<file path="src/rtl/wrchk_pkg.sv">
// Shared types and constants for mem_write_checker: checker states, verdict
// encoding and the expected-store entry layout.
package wrchk_pkg;

   localparam int unsigned WRCHK_ADDR_W = 32;
   localparam int unsigned WRCHK_DATA_W = 32;

   typedef enum logic [2:0] {
      ST_IDLE,
      ST_RUN,
      ST_PASS,
      ST_FAIL,
      ST_TOUT
   } state_e;

   // Verdict vector ordering is {pass, fail, timeout}
   localparam logic [2:0] VERDICT_NONE = 3'b000;
   localparam logic [2:0] VERDICT_PASS = 3'b100;
   localparam logic [2:0] VERDICT_FAIL = 3'b010;
   localparam logic [2:0] VERDICT_TOUT = 3'b001;

   typedef struct packed {
      logic [WRCHK_ADDR_W-1:0] addr;
      logic [WRCHK_DATA_W-1:0] data;
   } exp_entry_t;

endpackage

</file>
<file path="src/rtl/wrchk_exp_mem.sv">
// DEPTH-entry register file of expected stores: one synchronous write port,
// one combinational read port, contents cleared by asynchronous reset.
module wrchk_exp_mem
   import wrchk_pkg::*;
#(
   parameter int unsigned DEPTH = 8,
   parameter int unsigned IDX_W = 3
) (
   input  logic             clk_i,
   input  logic             rst_ni,
   input  logic             we_i,
   input  logic [IDX_W-1:0] waddr_i,
   input  exp_entry_t       wdata_i,
   input  logic [IDX_W-1:0] raddr_i,
   output exp_entry_t       rdata_o
);

   exp_entry_t mem_q [DEPTH];

   always_ff @(posedge clk_i or negedge rst_ni) begin
      if (!rst_ni) begin
         for (int unsigned i = 0; i < DEPTH; i++) begin
            mem_q[i] <= '0;
         end
      end else if (we_i) begin
         mem_q[waddr_i] <= wdata_i;
      end
   end

   // The pointer can sit one past the last entry after a PASS
   assign rdata_o = (32'(raddr_i) < DEPTH) ? mem_q[raddr_i] : '0;

endmodule

</file>
<file path="config.mk">
export PLATFORM = sky130hd
export DESIGN_NAME = wrchk_exp_mem
export DESIGN_NICKNAME = d
export VERILOG_FILES = /design/src/rtl/wrchk_pkg.sv /design/src/rtl/wrchk_exp_mem.sv
export SDC_FILE = /design/constraint.sdc
export NUM_CORES = 1
export LEC_CHECK = 0
export CORE_ASPECT_RATIO = 0.6
export CORE_UTILIZATION = 50
export DETAILED_ROUTE_END_ITERATION = 8
export PLACE_DENSITY_LB_ADDON = 0.15
export SLEW_MARGIN = 25
export SYNTH_ARGS = -nofsm -noshare
export SYNTH_HDL_FRONTEND = slang
export SYNTH_SLANG_ARGS = --single-unit
</file>
<file path="constraint.sdc">
create_clock -name clk_i -period 5.2 [get_ports clk_i]
set_clock_uncertainty 0.1 [all_clocks]
set_input_delay 0.78 -clock clk_i [delete_from_list [all_inputs] [get_ports clk_i]]
set_output_delay 0.78 -clock clk_i [all_outputs]
set_load 0.005 [all_outputs]
</file>
==> impl_summary.log, run 1 <==
[metrics] final count of hold timing violations: 0
[metrics] worst reg2reg endpoint: mem_q[355]
[metrics] die outline area: 46400 um2
[metrics] register-to-register path setup slack: 4320 ps
[metrics] post-synthesis instance total: 1314
[metrics] sum of negative setup slack: 0 ps
[metrics] RSZ-0062 raised after global routing: false
[metrics] number of DRC markers in iteration 0: 591
[metrics] Required @ worst endpoint: 4320 ps
[metrics] master cell of the clock root buffer: sky130_fd_sc_hd__clkbuf_16
[metrics] largest buffer count on any clock path: 3
[metrics] Cell Int Power: 8.35 mW
[metrics] total number of vias: 12000
[metrics] total power divided by cell area: 417 nW/um2
[metrics] Post-route DRC: 0
[metrics] mapped cell area: 22800 um2
[metrics] total global-route track usage: 21.8%
[metrics] number of gates resized after cts: 0
[metrics] Post-Synth XOR/XNOR Area: 0%
[metrics] area of combinational cells with multiple inputs: 9470 um2
[metrics] number of max-slew violations in the final report: 0
[metrics] area of the core: 44900 um2
[metrics] DR vias/cell: 5.80
[metrics] fraction of layout cells with a size suffix above 1: 55.6%
[metrics] data arrival at the endpoint of the critical path: 3040 ps
[metrics] r2r worst-path depth: 1
[metrics] maximum vdd ir drop: 0.265 mV
[metrics] crit-path max FO: 46
[metrics] antenna violations before repair: 3
[metrics] worst setup margin: 1280 ps
[metrics] filler cell count: 3459
[metrics] number of nets produced by synthesis: 1387
[metrics] slew at the pin closest to its max-slew limit: 889 ps
[metrics] vertical extent of the die: 167 um
[metrics] post-synthesis adder-cell area fraction: 0%
[metrics] number of global-route vias before repair: 13100
[metrics] minimum clock period after layout: 3920 ps
[metrics] Setup WS pre-CTS: 1220 ps
[metrics] number of I/O port buffers: 136
[metrics] worst min path class: in2async
[metrics] synthesized-area fraction occupied by ao, oa, aoi and oai cells: 0%
[metrics] Area growth, synth to finish: 15.6%
[metrics] worst slew margin relative to its limit: 40.8%
[metrics] mux share of post-synthesis cell area: 41.1%
[metrics] final worst path period share: 75.4%
[metrics] sequential-to-total area share from yosys stat: 56.2%
[metrics] layer carrying the most global-route usage: met2
[metrics] synthesis-stage register bit count: 512
[metrics] share of power burned in registers: 48.1%
[metrics] final layout net count: 1511
[metrics] dpl hpwl: 26100 um
[metrics] final routed wirelength across all metal layers: 48500 um
[metrics] met2 usage in global routing: 35.4%
[metrics] global-route track usage on met3: 3.82%
[metrics] total I/O pin count: 137
[metrics] maximum frequency from static timing analysis: 0.255 GHz
[metrics] count of buffers added by post-CTS timing repair for setup: 0
[metrics] kind of critical path: in2out
[metrics] Storage cell area: 12800 um2
[metrics] Final Setup Violations: 0
[metrics] fin util: 58.7%
[metrics] number of distinct library cells after synthesis: 12
[metrics] post-DR wirelength/cell: 23.4 um
[metrics] later-pin clock latency in the skew report: 560 ps
[metrics] Remaining Overflow, GRT: 0
[metrics] Largest regs: mem_q: 512 flops
[metrics] number of max-capacitance violations reported: 0
[metrics] die width: 278 um
[metrics] warning count from the yosys run: 0
[metrics] switching power share of the total: 23.9%
[metrics] initial standard-cell utilization of the core: 50.7%
[metrics] Row Count: 60
[metrics] simple logic cell fraction of the synthesized area: 0.346%
[metrics] clock slew at the register clock pins of the worst setup and hold paths: 60 ps
[metrics] Detail Route Antenna Nets: 0
[metrics] R2R Path Start: mem_q[355]
[metrics] net switching power figure: 2.63 mW
[metrics] iteration count of the initial detailed-routing pass: 4
[metrics] outcome: finished clean
[metrics] Syn Area/Cell: 17.3 um2
[metrics] GPL Wtd Cong: 0.710
[metrics] main combinational cell family by area after synthesis: multiplexers
[metrics] # clock sinks: 512
[metrics] number of buffers created by CTS: 49
[metrics] CTS tree: built
[metrics] first-pass GRT wire length: 79000 um
[metrics] global routing met1 resource utilization: 31.2%
[metrics] kind of start point of the critical path: input port
[metrics] H-tree depth: 2
[metrics] hold-fix buffer count after cts: 0
[metrics] Combinational Power Share: 19.6%
[metrics] largest net degree at the start of global routing: 109
[metrics] part of the power in the clock network: 32.3%
[metrics] sort of element at the end of the critical path: primary output
[metrics] flip-flop count of the largest register after layout: 512
[metrics] register ranked first by flip-flop count: mem_q
[metrics] leakage dissipation: 10.9 nW
==> stage by stage <==
step | instances | hold WS (ps) | total power, mW | cell area [um2]
4_1_cts | 2065 | 228 | 11.1 | 26300
2_1_floorplan | 1314 | 374 | 6.67 | 22800
3_5_place_dp | 1976 | 387 | 7.53 | 24700
3_3_place_gp | 1976 | 382 | 7.45 | 24700
5_1_grt | 2067 | 264 | 11.5 | 26300
6_report | 2068 | 180 | 11.0 | 26300
==> how the worst max path moves through the flow <==
stage | from | end | slack (ps) | cells after the start
after floorplan | raddr_i[0] | rdata_o[26] | 2400 | 4
after global placement | raddr_i[0] | rdata_o[35] | 1230 | 5
after detailed placement | raddr_i[0] | rdata_o[49] | 1220 | 5
after CTS | raddr_i[0] | rdata_o[35] | 1210 | 5
after global routing | raddr_i[0] | rdata_o[35] | 1140 | 5
final | raddr_i[0] | rdata_o[35] | 1280 | 5
==> cell usage in the layout, fill, tap and decap left out <==
cell type and n:
sky130_fd_sc_hd__mux2_2 576, sky130_fd_sc_hd__dfrtp_1 512, sky130_fd_sc_hd__clkdlybuf4s50_1 132, sky130_fd_sc_hd__mux4_2 128, sky130_fd_sc_hd__clkbuf_16 51, sky130_fd_sc_hd__buf_4 17
sky130_fd_sc_hd__clkbuf_8 14, sky130_fd_sc_hd__clkinv_2 12, sky130_fd_sc_hd__buf_12 11, sky130_fd_sc_hd__clkbuf_1 8, sky130_fd_sc_hd__diode_2 3, sky130_fd_sc_hd__and4bb_4 3
sky130_fd_sc_hd__nand4b_1 3, sky130_fd_sc_hd__inv_6 2, sky130_fd_sc_hd__clkinvlp_4 2, sky130_fd_sc_hd__nor4b_2 1, sky130_fd_sc_hd__nand4_1 1, sky130_fd_sc_hd__bufinv_16 1
sky130_fd_sc_hd__buf_6 1, sky130_fd_sc_hd__buf_8 1
==> power groups by stage <==
stage | logic (mW) | clock network (mW) | registers, mW
2_1_floorplan | 1.48 | 0 | 5.19
3_3_place_gp | 2.12 | 0 | 5.33
3_5_place_dp | 2.19 | 0 | 5.34
4_1_cts | 2.20 | 3.64 | 5.28
5_1_grt | 2.33 | 3.80 | 5.40
6_report | 2.15 | 3.54 | 5.28
==> critical path: stages <==
cell,delay [ps]
sky130_fd_sc_hd__clkbuf_8,490
sky130_fd_sc_hd__buf_4,400
sky130_fd_sc_hd__mux4_2,550
sky130_fd_sc_hd__mux2_2,280
sky130_fd_sc_hd__clkdlybuf4s50_1,500
==> cell type report <==
type,instances,share of cell area (%)
clock inverters,17,0.466
multi-input cells,712,35.9
clock buffers,72,5.64
well taps,589,2.80
flip-flops and latches,512,48.6
repair buffers,163,6.49
diodes,3,0.0285
==> logic make-up after synthesis <==
group | after synthesis
muxes | 704
DFF | 512
buffers and inverters | 90
and+or+nand+nor | 8
==> routing by layer <==
metal | wire (um) | vias up | part of all wire, %
met5 | 0 | - | 0
met4 | 762 | 0 | 1.6
li1 | - | 5231 | -
met2 | 23400 | 150 | 48
met3 | 1710 | 66 | 3.5
met1 | 22600 | 6553 | 47
==> cells in the mapped netlist, drive strengths merged <==
master,instances,area (um2)
mux4,128,2880
nand4,1,6.26
buf,82,489
nand4b,3,26.3
clkbuf,8,30.0
nor4b,1,8.76
and4bb,3,37.5
dfrtp,512,12800
mux2,576,6490
Note: power is estimated with default switching activity, not from simulation.
==> run 2: changes to the inputs <==
clock period = 3.2 ns   (was 5.2 ns; I/O delays follow)
==> run 2 against run 1 <==
Clock power is 62% higher. Highest routed layer is now met5. Global-route usage is 0.33 points higher. Worst hold slack better by 180 ps. Critical path depth stayed put. Non-clock buffer count is 10 higher. Flip-flop and latch count stayed put. Total power is 63% higher. Utilization is 0.58 points higher.
==> impl_summary.log, run 2 (same netlist as run 1, synthesis figures left out) <==
[metrics] sort of element at the end of the critical path: primary output (unchanged)
[metrics] initial standard-cell utilization of the core: 50.7% (unchanged)
[metrics] vertical extent of the die: 167 um (unchanged)
[metrics] GPL Wtd Cong: 0.704 (was 0.710)
[metrics] total number of vias: 12000 (about the same)
[metrics] post-DR wirelength/cell: 23.7 um (was 23.4 um)
[metrics] total I/O pin count: 137 (unchanged)
[metrics] maximum vdd ir drop: 0.453 mV (was 0.265 mV)
[metrics] largest net degree at the start of global routing: 109 (unchanged)
[metrics] final worst path period share: 91.0%
[metrics] area of the core: 44900 um2 (unchanged)
[metrics] leakage dissipation: 11.0 nW (was 10.9 nW)
[metrics] filler cell count: 3368 (was 3459)
[metrics] # clock sinks: 512 (unchanged)
[metrics] antenna cells: 0 (was 3)
[metrics] flip-flop count of the largest register after layout: 512 (unchanged)
[metrics] Final Setup Violations: 0 (unchanged)
[metrics] number of max-capacitance violations reported: 0 (unchanged)
[metrics] CTS tree: built (unchanged)
[metrics] later-pin clock latency in the skew report: 550 ps (was 560 ps)
[metrics] dpl hpwl: 28000 um (was 26100 um)
[metrics] data arrival at the endpoint of the critical path: 2330 ps (was 3040 ps)
[metrics] total placed instance area: 25000 um2 (was 24700 um2)
[metrics] Setup WS pre-CTS: 263 ps (was 1220 ps)
[metrics] minimum clock period after layout: 2910 ps
[metrics] Detail Route Antenna Nets: 0 (unchanged)
[metrics] iteration count of the initial detailed-routing pass: 4 (unchanged)
[metrics] number of DRC markers in iteration 0: 608 (was 591)
[metrics] kind of critical path: in2out (unchanged)
[metrics] cell count along the critical path: 5 (unchanged)
[metrics] area of combinational cells with multiple inputs: 9470 um2 (unchanged)
[metrics] Post-route DRC: 0 (unchanged)
[metrics] smallest hold slack: 356 ps (was 180 ps)
[metrics] antenna violations before repair: 2 (was 3)
[metrics] largest delay contributor family on the critical path: buffers and inverters (unchanged)
[metrics] buffering stage count on the worst path with inverters included: 3 (unchanged)
[metrics] largest buffer count on any clock path: 3 (unchanged)
[metrics] post-route cell area: 26600 um2 (was 26300 um2)
[metrics] maximum frequency from static timing analysis: 0.343 GHz
[metrics] master of the slowest instance on the critical path: sky130_fd_sc_hd__mux4_2 (unchanged)
[metrics] kind of start point of the critical path: input port (unchanged)
[metrics] Largest regs: mem_q: 512 flops (unchanged)
[metrics] number of buffers created by CTS: 48 (was 49)
[metrics] number of I/O port buffers: 136 (unchanged)
[metrics] sum of negative setup slack: 0 ps (unchanged)
[metrics] cells traversed along the worst timing path: clkbuf_8 -> buf_12 -> mux4_2 -> mux2_2 -> clkdlybuf4s50_1 (was clkbuf_8 -> buf_4 -> mux4_2 -> mux2_2 -> clkdlybuf4s50_1)
[metrics] total power divided by cell area: 672 nW/um2 (was 417 nW/um2)
[metrics] Remaining Overflow, GRT: 0 (unchanged)
[metrics] Required @ worst endpoint: 2620 ps (was 4320 ps)
[metrics] Area growth, synth to finish: 16.8% (was 15.6%)
[metrics] first-pass GRT wire length: 80000 um (was 79000 um)
[metrics] number of gates resized after cts: 0 (unchanged)
[metrics] total global-route track usage: 22.2% (was 21.8%)
[metrics] r2r worst-path depth: 1 (unchanged)
[metrics] Crit path largest cell delay: 530 ps (was 550 ps)
[metrics] Storage cell area: 12800 um2 (unchanged)
[metrics] die width: 278 um (unchanged)
[metrics] worst setup margin: 287 ps (was 1280 ps)
[metrics] DR vias/cell: 5.79 (was 5.80)
[metrics] overall power after layout: 17.9 mW (was 11.0 mW)
[metrics] final layout net count: 1520 (was 1511)
[metrics] register ranked first by flip-flop count: mem_q (unchanged)
[metrics] number of max-slew violations in the final report: 0 (unchanged)
[metrics] most frequent standard cell in the layout excluding fill and tap cells: sky130_fd_sc_hd__mux2_2 (unchanged)
[metrics] Row Count: 60 (unchanged)
[metrics] RSZ-0062 raised after global routing: false (unchanged)
[metrics] slew at the pin closest to its max-slew limit: 616 ps (was 889 ps)
[metrics] outcome: finished clean (unchanged)
[metrics] die outline area: 46400 um2 (unchanged)
[metrics] worst min path class: in2async (unchanged)
[metrics] final count of hold timing violations: 0 (unchanged)
[metrics] number of global-route vias before repair: 13200 (was 13100)
[metrics] worst slew margin relative to its limit: 58.9% (was 40.8%)
[metrics] final routed wirelength across all metal layers: 49000 um (was 48500 um)
[metrics] master cell of the clock root buffer: sky130_fd_sc_hd__clkbuf_16 (unchanged)
[metrics] fraction of layout cells with a size suffix above 1: 55.6% (about the same)
[metrics] clock slew at the register clock pins of the worst setup and hold paths: 60 ps (about the same)
[metrics] crit-path max FO: 26 (was 46)
[metrics] register-to-register path setup slack: 2290 ps (was 4320 ps)
[metrics] most used cells in the layout excluding fill and tap cells: sky130_fd_sc_hd__mux2_2, sky130_fd_sc_hd__dfrtp_1, sky130_fd_sc_hd__clkdlybuf4s50_1, sky130_fd_sc_hd__mux4_2, sky130_fd_sc_hd__clkbuf_16 (unchanged)
[metrics] H-tree depth: 2 (unchanged)
## run 2: cell types whose count changed in the layout (fill, tap and decap cells not counted), sizes merged
cell         before  now
buf              30   39
clkinvlp          2    1
clkinv           12    8
dlygate4sd3       0    1
diode             3    0
bufinv            1    2
clkbuf           73   74
## run 2: path summary, 6_finish.rpt
kind	startpoint	end
min in group clk_i	mem_q[140]	mem_q[140]
hold / removal	rst_ni	mem_q[472]
max in group asynchronous	rst_ni	mem_q[298]
hold reg to reg	mem_q[140]	mem_q[140]
setup / recovery	raddr_i[0]	rdata_o[59]
setup reg to reg	mem_q[197]	mem_q[197]
## run 2: cell type report
| type | count | area share [%] |
|---|---|---|
| flip-flops and latches | 512 | 48.2 |
| well taps | 589 | 2.77 |
| clock buffers | 73 | 5.48 |
| repair buffers | 173 | 7.52 |
| clock inverters | 13 | 0.485 |
| multi-input cells | 712 | 35.6 |
## run 2: stage by stage
step                std cells  util (%)
finish                   2072      59.3
floorplan                1314         -
global placement         1985      55.7
detailed placement       1985      55.7
global route             2072      59.3
CTS                      2072      59.3
## run 2: metal layers
metal  up-vias  routed length [um]  global-route usage [%]
met5         -                  11                       0
met4         2                 538                    3.68
met3        43                1530                    3.56
met1      6554               22900                    31.9
li1       5254                   -                       -
met2       151               24000                    36.3
## run 2: power by group
group	leakage, nW	switching [mW]	total, mW	internal, mW
clock	0.785	2.43	5.73	3.30
combinational	4.08	1.14	3.55	2.41
sequential	6.14	0.706	8.61	7.90
## run 2: repair_timing
| action | CTS | global route |
|---|---|---|
| buffers inserted | 0 | 0 |
| endpoints found under the hold margin | 51 | 0 |
| hold buffers | 1 | 0 |
==> RTL change: new RTL, flow settings as in run 2 <==
Register the inputs `we_i`, `waddr_i`, `wdata_i` and `raddr_i` before use. The logic sees them one clock later.
--- a/src/rtl/wrchk_exp_mem.sv
+++ b/src/rtl/wrchk_exp_mem.sv
@@ -15,6 +15,18 @@
    output exp_entry_t       rdata_o
 );
 
+   logic we_q;
+   logic [IDX_W-1:0] waddr_q;
+   exp_entry_t wdata_q;
+   logic [IDX_W-1:0] raddr_q;
+
+   always_ff @(posedge clk_i) begin
+      we_q    <= we_i;
+      waddr_q <= waddr_i;
+      wdata_q <= wdata_i;
+      raddr_q <= raddr_i;
+   end
+
    exp_entry_t mem_q [DEPTH];
 
    always_ff @(posedge clk_i or negedge rst_ni) begin
@@ -22,13 +34,13 @@
          for (int unsigned i = 0; i < DEPTH; i++) begin
             mem_q[i] <= '0;
          end
-      end else if (we_i) begin
-         mem_q[waddr_i] <= wdata_i;
+      end else if (we_q) begin
+         mem_q[waddr_q] <= wdata_q;
       end
    end
 
    // The pointer can sit one past the last entry after a PASS
-   assign rdata_o = (32'(raddr_i) < DEPTH) ? mem_q[raddr_i] : '0;
+   assign rdata_o = (32'(raddr_q) < DEPTH) ? mem_q[raddr_q] : '0;
 
 endmodule
 
Function: changed (Yosys sat finds a counterexample within 4 cycles, from zero or initial values and one cycle with rst_ni low).
==> RTL change against run 2 <==
Critical path depth rose by 2. Sequential power rose by 12%. Cell area rose by 8.6%. Die area rose by 6.2%. Sequential cell count rose by 71. First-iteration DRC count rose by 21%. Combinational power fell by 3%. Largest cell class unchanged. Synthesized area rose by 6.3%. Worst hold slack got worse by 0.13 ns. Worst setup slack got worse by 0.22 ns. Routed wire length rose by 7.5%. Power rose by 8.3%.
==> RTL change: results (changes against run 2) <==
Status
  • Status: complete, no violations

Drt
  • Via-per-instance ratio: 5.62 (-2.9%)
  • WL final: 52,700 um (+7.5%)
  • Drt initial violations: 737 (+21%)

Finish
  • Final non-filler cell total: 2,272 (+9.7%)
  • Largest regs: mem_q x512, wdata_q x64
  • Layout cells sized above 1: 0.556 (+0.000742)
  • Fin nets: 1,661 (+9.3%)
  • # fillers: 3,527 (+4.7%)

Hold path
  • Hold Path Class: primary input to flip-flop

Worst setup path
  • Largest delay contributor family on the critical path: multiplexers
  • R2r endpoint: mem_q[471]
  • CP arrival: 2.55 ns (+0.22 ns)
  • Reg2reg start: we_q
  • Crit path max fanout: 8 (-69%)
  • Critical path launch point: raddr_q[0]
  • R2R cell count: 3 (+2)
  • Worst path max stage delay: 0.50 ns (-0.03 ns)

Placed design
  • Placer Congestion: 0.702 (-0.33%)
  • Inst Count DP: 2,113 (+6.4%)
  • DP HPWL: 28,400 um (+1.3%)

Global route
  • Vias in the first global route: 13,900 (+4.8%)
  • Initial antenna violation count: 0 (-2)
  • First-pass GRT wire length: 83,500 um (+4.4%)
  • Pin count of the biggest net entering global routing: 80 (-27%)
  • GRT Resource Usage Total: 0.221 (about the same)

Synthesis
  • Mapped Cells: 1,385 (+5.4%)
  • Seq/Total Area, Yosys: 0.588 (+0.0256)
  • Asr flop ratio synth: 0.878 (-0.122)
  • Syn Nets: 1,458 (+5.1%)
  • Top post-synthesis cells by count: 576 x mux2_2, 512 x dfrtp_1, 128 x mux4_2
  • Number of library cell types mapped by synthesis: 13 (+1)
  • Ys flop type: dfrtp_1

Timing
  • Worst hold slack: 0.229 ns (-0.127 ns)
  • Rel. slew slack: 0.516 (-0.0727)

Clock network
  • CTS Buf Count: 52 (+8.3%)
  • Worst-Skew Late Latency: 0.59 ns (+0.04 ns)

Pwr
  • Worst VDD drop: 0.000537 V (+19%)
  • Lkg Pwr: 12.3 nW (+11%)
-- RTL change: metal layers --
| layer | vias up | GRT usage | wire (um) |
|---|---|---|---|
| li1 | 5616 | - | - |
| met2 | 159 | 0.356 | 25200 |
| met1 | 6941 | 0.322 | 24900 |
| met5 | - | 0 | 0 |
| met3 | 60 | 0.0358 | 1750 |
| met4 | 0 | 0.0444 | 815 |
-- RTL change: per-stage QoR --
step	setup TNS, ns	area [um^2]	util	setup WS, ns
2_1_floorplan	0	24200	-	1.15
3_3_place_gp	0	26400	0.553	0.457
3_5_place_dp	0	26400	0.553	0.445
4_1_cts	-0.487	28700	0.601	-0.0775
5_1_grt	-0.00672	28900	0.604	-0.00647
6_report	0	28900	0.604	0.0689
-- RTL change: timing repair --
item                                   in CTS  in global routing
pin swaps                                   0                  0
hold buffers                                1                  0
setup endpoints to repair                  59                 20
gates cloned                                8                  0
buffers inserted                           30                 23
resized for setup                          89                 19
endpoints found under the hold margin      67                  0
-- RTL change: cells by family after synthesis --
group                  after synthesis  share of synthesized area
muxes                              704                      0.387
DFF                                583                      0.588
and+or+nand+nor                      8                    0.00326
buffers and inverters               90                     0.0216
-- RTL change: worst max-delay path by stage --
stage	to	slack (ns)	cells after the start
2_1_floorplan	rdata_o[26]	1.15	4
3_3_place_gp	rdata_o[54]	0.46	5
3_5_place_dp	rdata_o[4]	0.44	5
4_1_cts	rdata_o[12]	-0.08	5
5_1_grt	rdata_o[54]	-0.006	7
6_report	rdata_o[5]	0.07	7
-- RTL change: area by class of cell --
class	count	area [um^2]	share of cell area
multi-input combinational	712	9510	0.329
tap	640	801	0.0277
sequential	583	14200	0.493
clock buffer	77	1560	0.0539
timing repair buffer	239	2600	0.0901
clock inverter	21	168	0.00581
-- RTL change: where the power goes --
group	total [mW]	switching [mW]	internal, mW
Combinational	3.46	1.10	2.36
Clock	6.29	2.76	3.54
Sequential	9.63	0.795	8.83
